## config.mk

```make
export PLATFORM = sky130hd
export DESIGN_NAME = wb_burst_master_flat
export DESIGN_NICKNAME = d
export VERILOG_FILES = /design/src/rtl/wb_burst_master_if.sv /design/src/rtl/wb_burst_master.sv /design/src/flat_wrapper.sv
export SDC_FILE = /design/constraint.sdc
export NUM_CORES = 1
export LEC_CHECK = 0
export CORE_ASPECT_RATIO = 1.2
export CORE_MARGIN = 8
export CORE_UTILIZATION = 49
export CTS_BUF_LIST = sky130_fd_sc_hd__clkbuf_8
export DETAILED_ROUTE_END_ITERATION = 16
export HOLD_SLACK_MARGIN = 0.06
export PLACE_DENSITY_LB_ADDON = 0.3
export SLEW_MARGIN = 20
export SYNTH_ARGS = -nofsm -noshare
export SYNTH_HDL_FRONTEND = slang
export SYNTH_SLANG_ARGS = --single-unit
```

## constraint.sdc

```tcl
create_clock -name WB_CLK_I -period 10.5 [get_ports WB_CLK_I]
set_clock_uncertainty 0.15 [all_clocks]
set_input_delay 1.05 -clock WB_CLK_I [delete_from_list [all_inputs] [get_ports WB_CLK_I]]
set_output_delay 1.05 -clock WB_CLK_I [all_outputs]
set_load 0.01 [all_outputs]
```

## src/rtl/wb_burst_master_if.sv

```systemverilog
// Wishbone B4 bus bundle between the burst master and a slave.
interface wb_burst_master_if #(
  parameter int unsigned ADDR_WIDTH = 32,
  parameter int unsigned DATA_WIDTH = 32
);
  logic [ADDR_WIDTH-1:0] WB_ADR_O;
  logic [DATA_WIDTH-1:0] WB_DAT_O;
  logic [DATA_WIDTH-1:0] WB_DAT_I;
  logic                  WB_WE_O;
  logic                  WB_CYC_O;
  logic                  WB_STB_O;
  logic [2:0]            WB_CTI_O;
  logic                  WB_ACK_I;
  logic                  WB_ERR_I;
  logic                  WB_RTY_I;
  logic                  WB_STALL_I;

  modport master (
    output WB_ADR_O, WB_DAT_O, WB_WE_O, WB_CYC_O, WB_STB_O, WB_CTI_O,
    input  WB_DAT_I, WB_ACK_I, WB_ERR_I, WB_RTY_I, WB_STALL_I
  );

  modport slave (
    input  WB_ADR_O, WB_DAT_O, WB_WE_O, WB_CYC_O, WB_STB_O, WB_CTI_O,
    output WB_DAT_I, WB_ACK_I, WB_ERR_I, WB_RTY_I, WB_STALL_I
  );
endinterface

```

## src/rtl/wb_burst_master.sv

```systemverilog
// Wishbone B4 initiator turning single commands into classic or incrementing bursts.
// Optional per-beat watchdog enabled by defining WB_MASTER_TIMEOUT_EN.
module wb_burst_master #(
  parameter int unsigned WB_ADDR_WIDTH = 32,
  parameter int unsigned WB_DATA_WIDTH = 32,
  parameter int unsigned LEN_WIDTH     = 5,
  parameter int unsigned MAX_RETRY     = 3
`ifdef WB_MASTER_TIMEOUT_EN
  ,
  parameter int unsigned TIMEOUT       = 255
`endif
) (
  input  logic                     WB_CLK_I,
  input  logic                     WB_RST_I,
  wb_burst_master_if.master        wb,
  input  logic                     cmd_valid,
  output logic                     cmd_ready,
  input  logic [WB_ADDR_WIDTH-1:0] cmd_addr,
  input  logic [LEN_WIDTH-1:0]     cmd_len,
  input  logic                     cmd_we,
  input  logic [WB_DATA_WIDTH-1:0] wdata,
  input  logic                     wdata_valid,
  output logic                     wdata_ready,
  output logic [WB_DATA_WIDTH-1:0] rdata,
  output logic                     rdata_valid,
  output logic                     done,
  output logic                     error
);
  localparam logic [2:0] S_IDLE      = 3'd0;
  localparam logic [2:0] S_FETCH     = 3'd1;
  localparam logic [2:0] S_BEAT      = 3'd2;
  localparam logic [2:0] S_RETRY_GAP = 3'd3;
  localparam logic [2:0] S_FINISH    = 3'd4;

  localparam logic [2:0] CTI_CLASSIC = 3'b000;
  localparam logic [2:0] CTI_INCR    = 3'b010;
  localparam logic [2:0] CTI_END     = 3'b111;

  localparam int unsigned RETRY_WIDTH = $clog2(MAX_RETRY + 2);

  logic [2:0]               r_state,       w_state_nxt;
  logic [WB_ADDR_WIDTH-1:0] r_addr,        w_addr_nxt;
  logic [WB_DATA_WIDTH-1:0] r_dat,         w_dat_nxt;
  logic                     r_we,          w_we_nxt;
  logic                     r_cyc,         w_cyc_nxt;
  logic                     r_stb,         w_stb_nxt;
  logic [2:0]               r_cti,         w_cti_nxt;
  logic [LEN_WIDTH-1:0]     r_rem,         w_rem_nxt;
  logic                     r_single,      w_single_nxt;
  logic [RETRY_WIDTH-1:0]   r_retry,       w_retry_nxt;
  logic [WB_DATA_WIDTH-1:0] r_rdata,       w_rdata_nxt;
  logic                     r_rdata_valid, w_rdata_valid_nxt;
  logic                     r_done,        w_done_nxt;
  logic                     r_error,       w_error_nxt;
  logic                     r_wdata_ready, w_wdata_ready_nxt;
  logic                     r_cmd_ready,   w_cmd_ready_nxt;
  logic                     w_term;
  logic [RETRY_WIDTH-1:0]   w_retry_inc;
  logic [1:0]               w_unused_addr_lsb;

`ifdef WB_MASTER_TIMEOUT_EN
  localparam int unsigned WDOG_WIDTH = ($clog2(TIMEOUT + 1) > 8) ? $clog2(TIMEOUT + 1) : 8;
  logic [WDOG_WIDTH-1:0] r_wdog, w_wdog_nxt;
`endif

  assign w_unused_addr_lsb = cmd_addr[1:0];

  // Classic for single-beat commands, otherwise incrementing until the final beat.
  function automatic logic [2:0] f_cti(input logic single, input logic [LEN_WIDTH-1:0] rem);
    if (single) return CTI_CLASSIC;
    if (rem == LEN_WIDTH'(1)) return CTI_END;
    return CTI_INCR;
  endfunction

  // Next-state and next-output logic.
  always_comb begin
    w_state_nxt       = r_state;
    w_addr_nxt        = r_addr;
    w_dat_nxt         = r_dat;
    w_we_nxt          = r_we;
    w_rem_nxt         = r_rem;
    w_single_nxt      = r_single;
    w_retry_nxt       = r_retry;
    w_rdata_nxt       = r_rdata;
    w_rdata_valid_nxt = 1'b0;
    w_error_nxt       = 1'b0;
    w_term            = r_stb & ~wb.WB_STALL_I & (wb.WB_ACK_I | wb.WB_ERR_I | wb.WB_RTY_I);
    w_retry_inc       = r_retry + RETRY_WIDTH'(1);

    case (r_state)
      S_IDLE: begin
        if (cmd_valid && r_cmd_ready) begin
          w_addr_nxt   = {cmd_addr[WB_ADDR_WIDTH-1:2], 2'b00};
          w_rem_nxt    = cmd_len;
          w_we_nxt     = cmd_we;
          w_single_nxt = (cmd_len == LEN_WIDTH'(1));
          if (cmd_len == '0)  w_state_nxt = S_FINISH;
          else if (cmd_we)    w_state_nxt = S_FETCH;
          else                w_state_nxt = S_BEAT;
        end
      end
      S_FETCH: begin
        if (wdata_valid) begin
          w_dat_nxt   = wdata;
          w_state_nxt = S_BEAT;
        end
      end
      S_BEAT: begin
        if (w_term) begin
          if (wb.WB_ERR_I) begin
            w_state_nxt = S_FINISH;
            w_error_nxt = 1'b1;
          end else if (wb.WB_RTY_I) begin
            w_retry_nxt = w_retry_inc;
            if (w_retry_inc > RETRY_WIDTH'(MAX_RETRY)) begin
              w_state_nxt = S_FINISH;
              w_error_nxt = 1'b1;
            end else begin
              w_state_nxt = S_RETRY_GAP;
            end
          end else begin
            if (!r_we) begin
              w_rdata_nxt       = wb.WB_DAT_I;
              w_rdata_valid_nxt = 1'b1;
            end
            w_addr_nxt = r_addr + WB_ADDR_WIDTH'(4);
            w_rem_nxt  = r_rem - LEN_WIDTH'(1);
            if (w_rem_nxt == '0) w_state_nxt = S_FINISH;
            else if (r_we)       w_state_nxt = S_FETCH;
            else                 w_state_nxt = S_BEAT;
          end
        end
`ifdef WB_MASTER_TIMEOUT_EN
        else if (r_wdog >= WDOG_WIDTH'(TIMEOUT)) begin
          w_state_nxt = S_FINISH;
          w_error_nxt = 1'b1;
        end
`endif
      end
      S_RETRY_GAP: w_state_nxt = S_BEAT;
      S_FINISH: begin
        w_retry_nxt = '0;
        w_state_nxt = S_IDLE;
      end
      default: w_state_nxt = S_IDLE;
    endcase

    // Bus and handshake outputs follow the state being entered.
    w_cyc_nxt         = (w_state_nxt == S_FETCH) || (w_state_nxt == S_BEAT);
    w_stb_nxt         = (w_state_nxt == S_BEAT);
    w_wdata_ready_nxt = (w_state_nxt == S_FETCH);
    w_done_nxt        = (w_state_nxt == S_FINISH);
    w_cmd_ready_nxt   = (w_state_nxt == S_IDLE);
    w_cti_nxt         = (w_state_nxt == S_BEAT) ? f_cti(w_single_nxt, w_rem_nxt) : CTI_CLASSIC;
`ifdef WB_MASTER_TIMEOUT_EN
    w_wdog_nxt = ((r_state == S_BEAT) && (w_state_nxt == S_BEAT) && !w_term)
               ? r_wdog + WDOG_WIDTH'(1) : '0;
`endif
  end

  always_ff @(posedge WB_CLK_I or posedge WB_RST_I) begin
    if (WB_RST_I) begin
      r_state       <= S_IDLE;
      r_addr        <= '0;
      r_dat         <= '0;
      r_we          <= 1'b0;
      r_cyc         <= 1'b0;
      r_stb         <= 1'b0;
      r_cti         <= CTI_CLASSIC;
      r_rem         <= '0;
      r_single      <= 1'b0;
      r_retry       <= '0;
      r_rdata       <= '0;
      r_rdata_valid <= 1'b0;
      r_done        <= 1'b0;
      r_error       <= 1'b0;
      r_wdata_ready <= 1'b0;
      r_cmd_ready   <= 1'b1;
`ifdef WB_MASTER_TIMEOUT_EN
      r_wdog        <= '0;
`endif
    end else begin
      r_state       <= w_state_nxt;
      r_addr        <= w_addr_nxt;
      r_dat         <= w_dat_nxt;
      r_we          <= w_we_nxt;
      r_cyc         <= w_cyc_nxt;
      r_stb         <= w_stb_nxt;
      r_cti         <= w_cti_nxt;
      r_rem         <= w_rem_nxt;
      r_single      <= w_single_nxt;
      r_retry       <= w_retry_nxt;
      r_rdata       <= w_rdata_nxt;
      r_rdata_valid <= w_rdata_valid_nxt;
      r_done        <= w_done_nxt;
      r_error       <= w_error_nxt;
      r_wdata_ready <= w_wdata_ready_nxt;
      r_cmd_ready   <= w_cmd_ready_nxt;
`ifdef WB_MASTER_TIMEOUT_EN
      r_wdog        <= w_wdog_nxt;
`endif
    end
  end

  assign wb.WB_ADR_O = r_addr;
  assign wb.WB_DAT_O = r_dat;
  assign wb.WB_WE_O  = r_we;
  assign wb.WB_CYC_O = r_cyc;
  assign wb.WB_STB_O = r_stb;
  assign wb.WB_CTI_O = r_cti;
  assign cmd_ready   = r_cmd_ready;
  assign wdata_ready = r_wdata_ready;
  assign rdata       = r_rdata;
  assign rdata_valid = r_rdata_valid;
  assign done        = r_done;
  assign error       = r_error;
endmodule
```

## src/flat_wrapper.sv

```systemverilog
// flat-port wrapper written by rule: the top's interface ports become plain ports
module wb_burst_master_flat 
#(
  parameter int unsigned WB_ADDR_WIDTH = 32,
  parameter int unsigned WB_DATA_WIDTH = 32,
  parameter int unsigned LEN_WIDTH     = 5,
  parameter int unsigned MAX_RETRY     = 3

)
  (WB_CLK_I, WB_RST_I, cmd_valid, cmd_ready, cmd_addr, cmd_len, cmd_we, wdata, wdata_valid, wdata_ready, rdata, rdata_valid, done, error, wb_WB_ADR_O, wb_WB_DAT_O, wb_WB_WE_O, wb_WB_CYC_O, wb_WB_STB_O, wb_WB_CTI_O, wb_WB_DAT_I, wb_WB_ACK_I, wb_WB_ERR_I, wb_WB_RTY_I, wb_WB_STALL_I);
  wb_burst_master_if wb_i ();
  input  logic WB_CLK_I;
  input  logic WB_RST_I;
  input  logic cmd_valid;
  output logic cmd_ready;
  input  logic [WB_ADDR_WIDTH-1:0] cmd_addr;
  input  logic [LEN_WIDTH-1:0] cmd_len;
  input  logic cmd_we;
  input  logic [WB_DATA_WIDTH-1:0] wdata;
  input  logic wdata_valid;
  output logic wdata_ready;
  output logic [WB_DATA_WIDTH-1:0] rdata;
  output logic rdata_valid;
  output logic done;
  output logic error;
  output wire logic [$bits(wb_i.WB_ADR_O)-1:0] wb_WB_ADR_O;
  output wire logic [$bits(wb_i.WB_DAT_O)-1:0] wb_WB_DAT_O;
  output wire logic [$bits(wb_i.WB_WE_O)-1:0] wb_WB_WE_O;
  output wire logic [$bits(wb_i.WB_CYC_O)-1:0] wb_WB_CYC_O;
  output wire logic [$bits(wb_i.WB_STB_O)-1:0] wb_WB_STB_O;
  output wire logic [$bits(wb_i.WB_CTI_O)-1:0] wb_WB_CTI_O;
  input wire logic [$bits(wb_i.WB_DAT_I)-1:0] wb_WB_DAT_I;
  input wire logic [$bits(wb_i.WB_ACK_I)-1:0] wb_WB_ACK_I;
  input wire logic [$bits(wb_i.WB_ERR_I)-1:0] wb_WB_ERR_I;
  input wire logic [$bits(wb_i.WB_RTY_I)-1:0] wb_WB_RTY_I;
  input wire logic [$bits(wb_i.WB_STALL_I)-1:0] wb_WB_STALL_I;
  assign wb_WB_ADR_O = wb_i.WB_ADR_O;
  assign wb_WB_DAT_O = wb_i.WB_DAT_O;
  assign wb_WB_WE_O = wb_i.WB_WE_O;
  assign wb_WB_CYC_O = wb_i.WB_CYC_O;
  assign wb_WB_STB_O = wb_i.WB_STB_O;
  assign wb_WB_CTI_O = wb_i.WB_CTI_O;
  assign wb_i.WB_DAT_I = wb_WB_DAT_I;
  assign wb_i.WB_ACK_I = wb_WB_ACK_I;
  assign wb_i.WB_ERR_I = wb_WB_ERR_I;
  assign wb_i.WB_RTY_I = wb_WB_RTY_I;
  assign wb_i.WB_STALL_I = wb_WB_STALL_I;
  wb_burst_master #(.WB_ADDR_WIDTH(WB_ADDR_WIDTH), .WB_DATA_WIDTH(WB_DATA_WIDTH), .LEN_WIDTH(LEN_WIDTH), .MAX_RETRY(MAX_RETRY)) u_core (.WB_CLK_I(WB_CLK_I), .WB_RST_I(WB_RST_I), .wb(wb_i), .cmd_valid(cmd_valid), .cmd_ready(cmd_ready), .cmd_addr(cmd_addr), .cmd_len(cmd_len), .cmd_we(cmd_we), .wdata(wdata), .wdata_valid(wdata_valid), .wdata_ready(wdata_ready), .rdata(rdata), .rdata_valid(rdata_valid), .done(done), .error(error));
endmodule
```

# Yosys cells after proc, flatten, opt, wreduce, memory -nomap -nowiden
# Cells that the tools add are included.
# word_totals
ff_bits	119
output_inout_bits	107
# op_classes
n_reduce_logical	13
n_eq_ne	14
order_cmp	1
n_mux	45
n_bitwise	8
add_sub_neg	3
# op_table
operator	count
$mux 32	4
$pmux 32 s2	1
$mux 3	16
$add 32x3->32 const B	1
$mux 5	4
$mux 1	15
$pmux 3 s4	1
$eq 5x1->1 const B	2
$logic_not 5->1	2
$pmux 5 s2	1
$reduce_and 5->1	2
$eq 3x2->1 const B	3
$eq 3x1->1 const B	2
$eq 3x3->1 const B	2
$logic_not 3->1	2
$ne 2x2->1 const B	3
$pmux 3 s2	1
$sub 5x1->5 const B	1
$mux 2	2
$ne 2x1->1 const B	2
$not 1->1	4
$reduce_and 2->1	2
$reduce_and 4->1	1
$reduce_bool 2->1	2
6 further kinds	8

# Longest topological paths before layout
# Gate-level depths: netlist (run 1).
# logic_depth
ltp_word	11
mapped_depth	9
depth_no_buf	8

# Worst setup path after synthesis (run 1)
# No wires, ideal clock.
# synth_timing
kind	input-to-reg
from	in wb_WB_STALL_I
to	reg u_core.r_addr[25], in the netlist u_core.wb.WB_ADR_O[25]
n_path_buf	1
required_time_ns	10.224
arrival_time_ns	2.367
setup_ns	0.126
cell_stages	7
slack_ns	7.858
cell_sequence	and4bb_1 -> nand4b_4 -> and2_1 -> buf_2 -> or3_1 -> o221ai_1 -> nor2_1
# synth_between
elab_chain_cells	5
# synth_rtl
element	line	rtl
from (decl)	flat_wrapper.sv:36	input wire logic [$bits(wb_i.WB_STALL_I)-1:0] wb_WB_STALL_I;
$not 1->1	wb_burst_master.sv:87	w_term = r_stb & ~wb.WB_STALL_I & (wb.WB_ACK_I | wb.WB_ERR_I | wb.WB_RTY_I);
$and 1x1->1 (2 in series)	wb_burst_master.sv:87	
$ne 2x1->1 (no source line)	n/a	
$reduce_and 5->1 (no source line)	n/a	
to (signal assigned)	wb_burst_master.sv:184	r_addr <= w_addr_nxt;
to (decl)	wb_burst_master.sv:42	logic [WB_ADDR_WIDTH-1:0] r_addr, w_addr_nxt;
# Every way passes these cells.
# A chain may end at the register's enable or synchronous reset.

# Worst setup path in the final report (run 1)
# layout_timing
from	in wb_WB_ERR_I
to	reg u_core.r_cti[0], in the netlist u_core.wb.WB_CTI_O[0]
# layout_between
elab_chain_cells	11
# layout_rtl
element	line	rtl
from (decl)	flat_wrapper.sv:34	input wire logic [$bits(wb_i.WB_ERR_I)-1:0] wb_WB_ERR_I;
$or 1x1->1 (2 in series)	wb_burst_master.sv:87	
$and 1x1->1	wb_burst_master.sv:87	
$mux 5 *	wb_burst_master.sv:109	if (w_term) begin
$pmux 5 s2 *	wb_burst_master.sv:90	case (r_state)
named net u_core.w_rem_nxt[0]	wb_burst_master.sv:48	logic [LEN_WIDTH-1:0] r_rem, w_rem_nxt;
$eq 5x1->1 *	wb_burst_master.sv:71	if (rem == LEN_WIDTH'(1)) return CTI_END;
$mux 1 (2 in series)	wb_burst_master.sv:71	
$mux 3 *	wb_burst_master.sv:72	return CTI_INCR;
$mux 3 *	wb_burst_master.sv:71	
$mux 3 *	wb_burst_master.sv:154	w_cti_nxt = (w_state_nxt == S_BEAT) ? f_cti(w_single_nxt, w_rem_nxt) : CTI_CLASSIC;
named net u_core.w_cti_nxt[0]	wb_burst_master.sv:47	logic [2:0] r_cti, w_cti_nxt;
to (signal assigned)	wb_burst_master.sv:189	r_cti <= w_cti_nxt;
to (decl)	wb_burst_master.sv:47	
# Mark *: on every way through the listed nets, which the timed path passes. The rest lies on a longest branch. The select of a mux whose other input is x is not followed.

==> results of run 1 <==
[per-stage QoR]
step	std cells	power [µW]	area [µm²]
2_1_floorplan	505	1274	5527
3_3_place_gp	824	1746	7722
3_5_place_dp	824	1789	7722
4_1_cts	856	2194	8109
5_1_grt	856	2317	8109
6_report	856	2178	8109
[synthesized netlist by cell type, types with 5 or more instances]
cell type	n	area (µm²)
a21oi_1	34	170.2
a31oi_1	7	43.79
a32oi_1	5	43.79
and3_1	6	37.54
and4_1	6	52.55
buf_2	14	70.07
clkbuf_1	11	41.29
dfrtp_1	115	2878
ha_1	5	62.56
inv_1	16	60.06
mux2_1	9	101.4
mux2_2	55	619.3
nand2_1	30	112.6
nand3_1	18	90.09
nand4_1	6	37.54
nor2_1	36	135.1
nor3_1	5	25.02
o21ai_0	28	140.1
o22a_1	5	43.79
o22ai_1	8	50.05
[where the power goes]
group          switching, µW  total (µW)  internal, µW
Sequential               162         795           633
Combinational            448         985           537
Clock                    184         398           215
Total                    793        2180          1380
[cell type report]
type                    instances  area (µm²)
clock buffers                  18       247.7
fillers                       802        2927
clock inverters                14       138.9
multi-input cells             342        2424
well taps                     132       165.2
inverters                      16       62.56
flip-flops and latches        116        2904
repair buffers                218        2167
[sequential cells by signal (all words and copies together), names as in the netlist]
name	cells
u_core.rdata	32
u_core.wb.WB_DAT_O	32
u_core.wb.WB_ADR_O	30
u_core.r_rem	5
u_core.r_retry	3
u_core.r_state	3
u_core.wb.WB_CTI_O	2
u_core.cmd_ready	1
u_core.done	1
u_core.error	1
u_core.r_single	1
u_core.rdata_valid	1
u_core.wb.WB_CYC_O	1
u_core.wb.WB_STB_O	1
u_core.wb.WB_WE_O	1
u_core.wdata_ready	1
[logic make-up (layout without fill, tap and decap cells)]
family / after synthesis / after routing
AOI/OAI and AO/OA: 123 / 123
adders and majority gates: 5 / 5
and+or+nand+nor: 145 / 145
muxes: 65 / 65
xor gates and xnor gates: 2 / 2
other: 1 / 2
DFF: 116 / 116
buffers and inverters: 47 / 266
[worst max-delay path by stage]
stage	startpoint	endpoint	slack [ps]	cells past startpoint
after floorplan	WB_RST_I	u_core.done$_DFF_PP0_	6230	1
after global placement	wb_WB_ERR_I	u_core.wb.WB_CTI_O[0]$_DFF_PP0_	6930	8
after detailed placement	wb_WB_ERR_I	u_core.wb.WB_CTI_O[0]$_DFF_PP0_	6920	8
after CTS	wb_WB_ERR_I	u_core.wb.WB_CTI_O[0]$_DFF_PP0_	7370	8
final	wb_WB_ERR_I	u_core.wb.WB_CTI_O[0]$_DFF_PP0_	7340	8
after global routing	wb_WB_RTY_I	u_core.wb.WB_CTI_O[0]$_DFF_PP0_	7220	7
[per-layer routing]
metal	vias to the layer above	global-route usage [%]	share of wire, %	wire length (µm)
li1	2273	-	-	-
met1	2354	23.66	38	6255
met2	210	38.62	51	8325
met3	29	7.699	8.1	1323
met4	0	9.125	2.3	376
met5	-	0	0	0
==> metrics.md, run 1 <==
| Metric | Value |
|---|---|
| Clock buffer depth | `2` |
| Biggest cell delay along the critical path | `570 ps` |
| Initial antenna violation count | `0` |
| Setup violations, final | `0` |
| Final setup margin | `around 7300 ps` |
| Post-Synth Simple-Gate Area | `14.68%` |
| CTS Buf Count | `17` |
| Hold Path Depth | `1` |
| CTS tree | `yes` |
| Number of DRC markers in iteration 0 | `213` |
| Hold Path Class | `reg2reg` |
| Synth Cell Area | `roughly 5500 µm²` |
| Floorplan row count | `42` |
| Final period utilization | `a little under a third` |
| Synth Warn # | `0` |
| Pwr per Cell Area | `roughly 270 nW/µm²` |
| Critical path capture point type | `flip-flop` |
| Unrepaired setup endpoints after global routing | `no` |
| CP top delay family | `simple AND/OR/NAND/NOR gates` |
| Distinct cell type count of the synthesized netlist | `roughly 70` |
| Largest net degree at the start of global routing | `slightly below 70` |
| Post-layout util | `73.48%` |
| Final min period | `~3200 ps` |
| Clock-pin transition on the worst setup and hold timing paths | `approximately 80 ps` |
| Area Growth Syn to Fin | `46.83%` |
| Number of placed I/O pins | `217` |
| Compound-cell area share of the yosys netlist | `between 10% and 20%` |
| Pre-antenna DRT Iters | `5` |
| Pleak | `0.003398 µW` |
| Avg Inst Size Synth | `10.96 µm²` |
| Placement Setup Slack | `around 6900 ps` |
| R2R Setup Slk | `about 8000 ps` |
| Die W | `112.9 µm` |
| Ant diodes | `0` |
| CP bufs+invs | `2` |
| Gr usage total | `22.08%` |
| Critical path, cell by cell | `clkdlybuf4s50_1 > and4bb_1 > nand4b_4 > and2_1 > buf_4 > a221o_1 > or3b_1 > nor4_2` |
| Vias | `between 4,000 and 5,000` |
| Hold slack | `336.7 ps` |
| Commonest non-fill, non-tap cells in the layout | `clkdlybuf4s50_1 (212), dfrtp_1 (115), mux2_2 (55), nor2_1 (36), a21oi_1 (34)` |
| Routability cong. | `0.9060` |
| Post-synth top flop | `dfrtp_1` |
| Port bufs | `approximately 210` |
| CTS Sinks | `around 120` |
| Mux contribution to synthesized area | `roughly an eighth` |
| Synth async-reset ratio | `100.0%` |
| Setup bufs post-CTS | `0` |
| Post-Synth XOR/XNOR Area | `less than 1%` |
| Post-synthesis cell count | `between 500 and 600` |
| Worst vdd ir | `around 0.13 mV` |
| Post-synthesis adder-cell area fraction | `roughly 1.1%` |
| Number of H-tree levels | `4` |
| Fin. Hold Viols | `0` |
| Global-route wire length before repair | `approximately 26 mm` |
| Max Cap Violations | `0` |
| #FFs+latches synth | `approximately 120` |
| Wirelength, routed | `around 16 mm` |
| Number of flops mapped to enable cells by yosys | `0` |
| Slew Viols, Final | `0` |
| Number of gates resized after CTS | `0` |
| Clk Latency, worst-skew pair | `430 ps` |
| DRT antenna net count | `0` |
| Layout cells sized above 1 | `between 10% and 20%` |
| Critical R2R Capture | `u_core.wb.WB_CTI_O[0]$_DFF_PP0_` |
| Vias in the first global route | `slightly above 5,000` |
| DP HPWL | `between 10 and 15 mm` |
| DRC violations left | `0` |
| Slowest CP cell | `clkdlybuf4s50_1` |
| Critical Path RT | `between 10,000 and 15,000 ps` |
| Hold_buf cts | `0` |
| Largest family of logic cells by synthesized area | `simple AND/OR/NAND/NOR gates` |
| WL/cell | `between 15 and 20 µm` |
| Hold Path Sink | `u_core.rdata[1]$_DFFE_PP0P_` |
| Rel. slew slack | `42.60%` |
| Most common cell after layout, fill and taps aside | `clkdlybuf4s50_1` |
| Post-synthesis sequential area ratio | `~53%` |
| Initial Util | `50.05%` |
| Critical-path maximum fanout | `39` |
| FF-to-FF path depth | `7` |
| Vias/cell | `around 5.7` |
| Die Ht | `roughly 130 µm` |
| Critical Path AT | `about 3300 ps` |
| Slew @ Worst Pin | `between 800 and 900 ps` |
| CP Launch Type | `input port` |
| R2R Path Start | `u_core.r_state[0]$_DFF_PP0_` |
| Die ar. | `about 15,000 µm²` |
| Fin nets | `around 830` |
| GR Overflow Total | `0` |
| Critical path type | `in2reg` |
| Outcome | `finished clean` |
| CTS Root Cell | `clkbuf_8` |
| Final setup TNS | `0 ps` |
| Max Freq | `316.7 MHz` |
| Worst hold start | `u_core.rdata[1]$_DFFE_PP0P_` |
| CORE AREA | `11,040 µm²` |
Note: power is estimated with default switching activity, not from simulation.
==> run 2: changes to the inputs <==
- CORE_UTILIZATION: 49 -> 45
- clock period: 10.5 -> 3.1 ns (I/O delays scaled with it)
==> run 2 against run 1 <==
Compared with the run above:
- worst setup slack lost 6800 ps
- largest cell class unchanged
- register-to-register slack lost 7400 ps
- cell count grew 3.7%
- via count grew 0.53%
- combinational power grew to 3.4 times the previous value
- hold slack lost 93 ps
- wire length grew 6.4%
- non-clock buffer count grew 3
==> metrics.md, run 2 (synthesis results as in run 1) <==
| Metric | Value |
|---|---|
| Number of H-tree levels | `4` |
| Final setup TNS | `0 ps` |
| Die ar. | `16,090 µm²` |
| Setup bufs post-CTS | `0` |
| Rel. slew slack | `44.13%` |
| Wirelength, routed | `17.33 mm` |
| Critical R2R Capture | `u_core.wb.WB_CTI_O[0]$_DFF_PP0_` |
| Sw Pwr | `2726 µW` |
| Setup violations, final | `0` |
| Seq pwr share | `between 30% and 40%` |
| Floorplan row count | `44` |
| DP HPWL | `approximately 13 mm` |
| Ant diodes | `0` |
| Biggest cell delay along the critical path | `approximately 570 ps` |
| Number of gates resized after CTS | `0` |
| GR Overflow Total | `0` |
| CP Launch Type | `flip-flop` |
| Final min period | `roughly 2500 ps` |
| R2R Setup Slk | `around 590 ps` |
| Vias/cell | `between 5 and 6` |
| Number of DRC markers in iteration 0 | `228` |
| Largest net degree at the start of global routing | `50` |
| DRT antenna net count | `0` |
| Pre-antenna DRT Iters | `4` |
| Pwr per Cell Area | `approximately 900 nW/µm²` |
| Fin nets | `829` |
| FF-to-FF path depth | `7` |
| Routability cong. | `between 0.8 and 0.9` |
| Clock-pin transition on the worst setup and hold timing paths | `~80 ps` |
| CORE AREA | `12,060 µm²` |
| Critical path, cell by cell | `inv_1 > nand4_2 > and2_1 > buf_12 > a221o_1 > or3b_1 > nor4_2` |
| Most common cell after layout, fill and taps aside | `clkdlybuf4s50_1` |
| WL/cell | `approximately 20 µm` |
| Slew @ Worst Pin | `between 800 and 900 ps` |
| Clock buffer depth | `2` |
| Critical Path AT | `2680 ps` |
| Worst vdd ir | `approximately 0.5 mV` |
| Max Cap Violations | `0` |
| Vias in the first global route | `~5,000` |
| Clk Latency, worst-skew pair | `about 430 ps` |
| Vias | `4,892` |
| Die W | `between 100 and 150 µm` |
| Initial Util | `between 40% and 50%` |
| Critical Path RT | `roughly 3300 ps` |
| Comb power frac | `44.9%` |
| Layout cells sized above 1 | `roughly 15%` |
| Filler cells | `~930` |
| Slowest CP cell | `dfrtp_1` |
| Area Growth Syn to Fin | `49.43%` |
| Global-route wire length before repair | `~26 mm` |
| Die Ht | `around 140 µm` |
| CTS tree | `yes` |
| CTS Buf Count | `17` |
| Port bufs | `~210` |
| R2R Path Start | `u_core.r_state[0]$_DFF_PP0_` |
| Max Freq | `about 400 MHz` |
| Sw Ratio | `36.13%` |
| Commonest non-fill, non-tap cells in the layout | `clkdlybuf4s50_1 (212), dfrtp_1 (115), mux2_2 (55), nor2_1 (36), a21oi_1 (34)` |
| Design Power | `7544 µW` |
| Critical path capture point type | `flip-flop` |
| Clock power frac | `between 10% and 20%` |
| Int Pwr | `4818 µW` |
| Unrepaired setup endpoints after global routing | `no` |
| Initial antenna violation count | `1` |
| CTS Root Cell | `clkbuf_8` |
| Outcome | `finished clean` |
| Critical-path maximum fanout | `36` |
| CTS Sinks | `116` |
| Critical path type | `reg2reg` |
| Pleak | `0.003457 µW` |
| Number of placed I/O pins | `around 220` |
| Hold_buf cts | `0` |
| DRC violations left | `0` |
| Gr usage total | `21.29%` |
| Fin. Hold Viols | `0` |
| Slew Viols, Final | `0` |
| Final period utilization | `80.91%` |
| Hold Path Class | `in2async` |
run 2: worst max-delay path by stage:
stage               cells past startpoint                          start  slack [ps]                               to
floorplan                               7  u_core.r_retry[0]$_DFFE_PP0P_        1070  u_core.wb.WB_CTI_O[0]$_DFF_PP0_
global placement                        7                    wb_WB_RTY_I         430  u_core.wb.WB_CTI_O[0]$_DFF_PP0_
detailed placement                      7                    wb_WB_RTY_I         420  u_core.wb.WB_CTI_O[0]$_DFF_PP0_
CTS                                     7    u_core.r_state[0]$_DFF_PP0_         620  u_core.wb.WB_CTI_O[0]$_DFF_PP0_
global route                            7    u_core.r_state[0]$_DFF_PP0_         430  u_core.wb.WB_CTI_O[0]$_DFF_PP0_
finish                                  7    u_core.r_state[0]$_DFF_PP0_         590  u_core.wb.WB_CTI_O[0]$_DFF_PP0_
run 2: power by group through the flow:
| stage | Combinational (µW) | Sequential (µW) | Clock, µW |
|---|---|---|---|
| after floorplan | 1450 | 2860 | 0 |
| after detailed placement | 3410 | 2710 | 0 |
| after CTS | 3420 | 2690 | 1500 |
| after global routing | 3660 | 2800 | 1560 |
| after global placement | 3310 | 2670 | 0 |
| final | 3390 | 2700 | 1460 |
run 2: through the flow:
| stage | worst slack, ps | area, µm² | hold WS [ps] | std cells | utilization (%) |
|---|---|---|---|---|---|
| 4_1_cts | 615.8 | 8253 | 252.0 | 888 | 68.45 |
| 3_3_place_gp | 426.7 | 7833 | 307.0 | 856 | 64.96 |
| 5_1_grt | 433.1 | 8253 | 288.1 | 888 | 68.45 |
| 3_5_place_dp | 416.2 | 7833 | 328.2 | 856 | 64.96 |
| 6_report | 591.7 | 8253 | 243.3 | 888 | 68.45 |
| 2_1_floorplan | 1069 | 5530 | 276.8 | 505 | - |
run 2: cell type report:
cell class	instances	area [µm²]	share of cell area, %
Clock inverter	13	158.9	1.925
Clock buffer	19	261.5	3.169
Tap cell	161	201.4	2.441
Timing Repair Buffer	221	2240	27.14
Multi-Input combinational cell	342	2424	29.37
Inverter	16	63.81	0.7732
Sequential cell	116	2904	35.19
run 2: metal layers:
layer  global-route usage [%]  up-vias  part of all wire, %
met5                        0        -                0.075
met4                    9.123        2                  2.0
met3                    8.026       28                   10
met2                    35.56      249                   49
met1                    23.78     2333                   39
li1                         -     2280                    -
run 2: worst max-delay path: cells and delay by family, from the launching register on:
family,cells,cell delay (ps)
AOI/OAI and AO/OA,1,170
buffers and inverters,2,430
DFF,1,570
and+or+nand+nor,4,1080
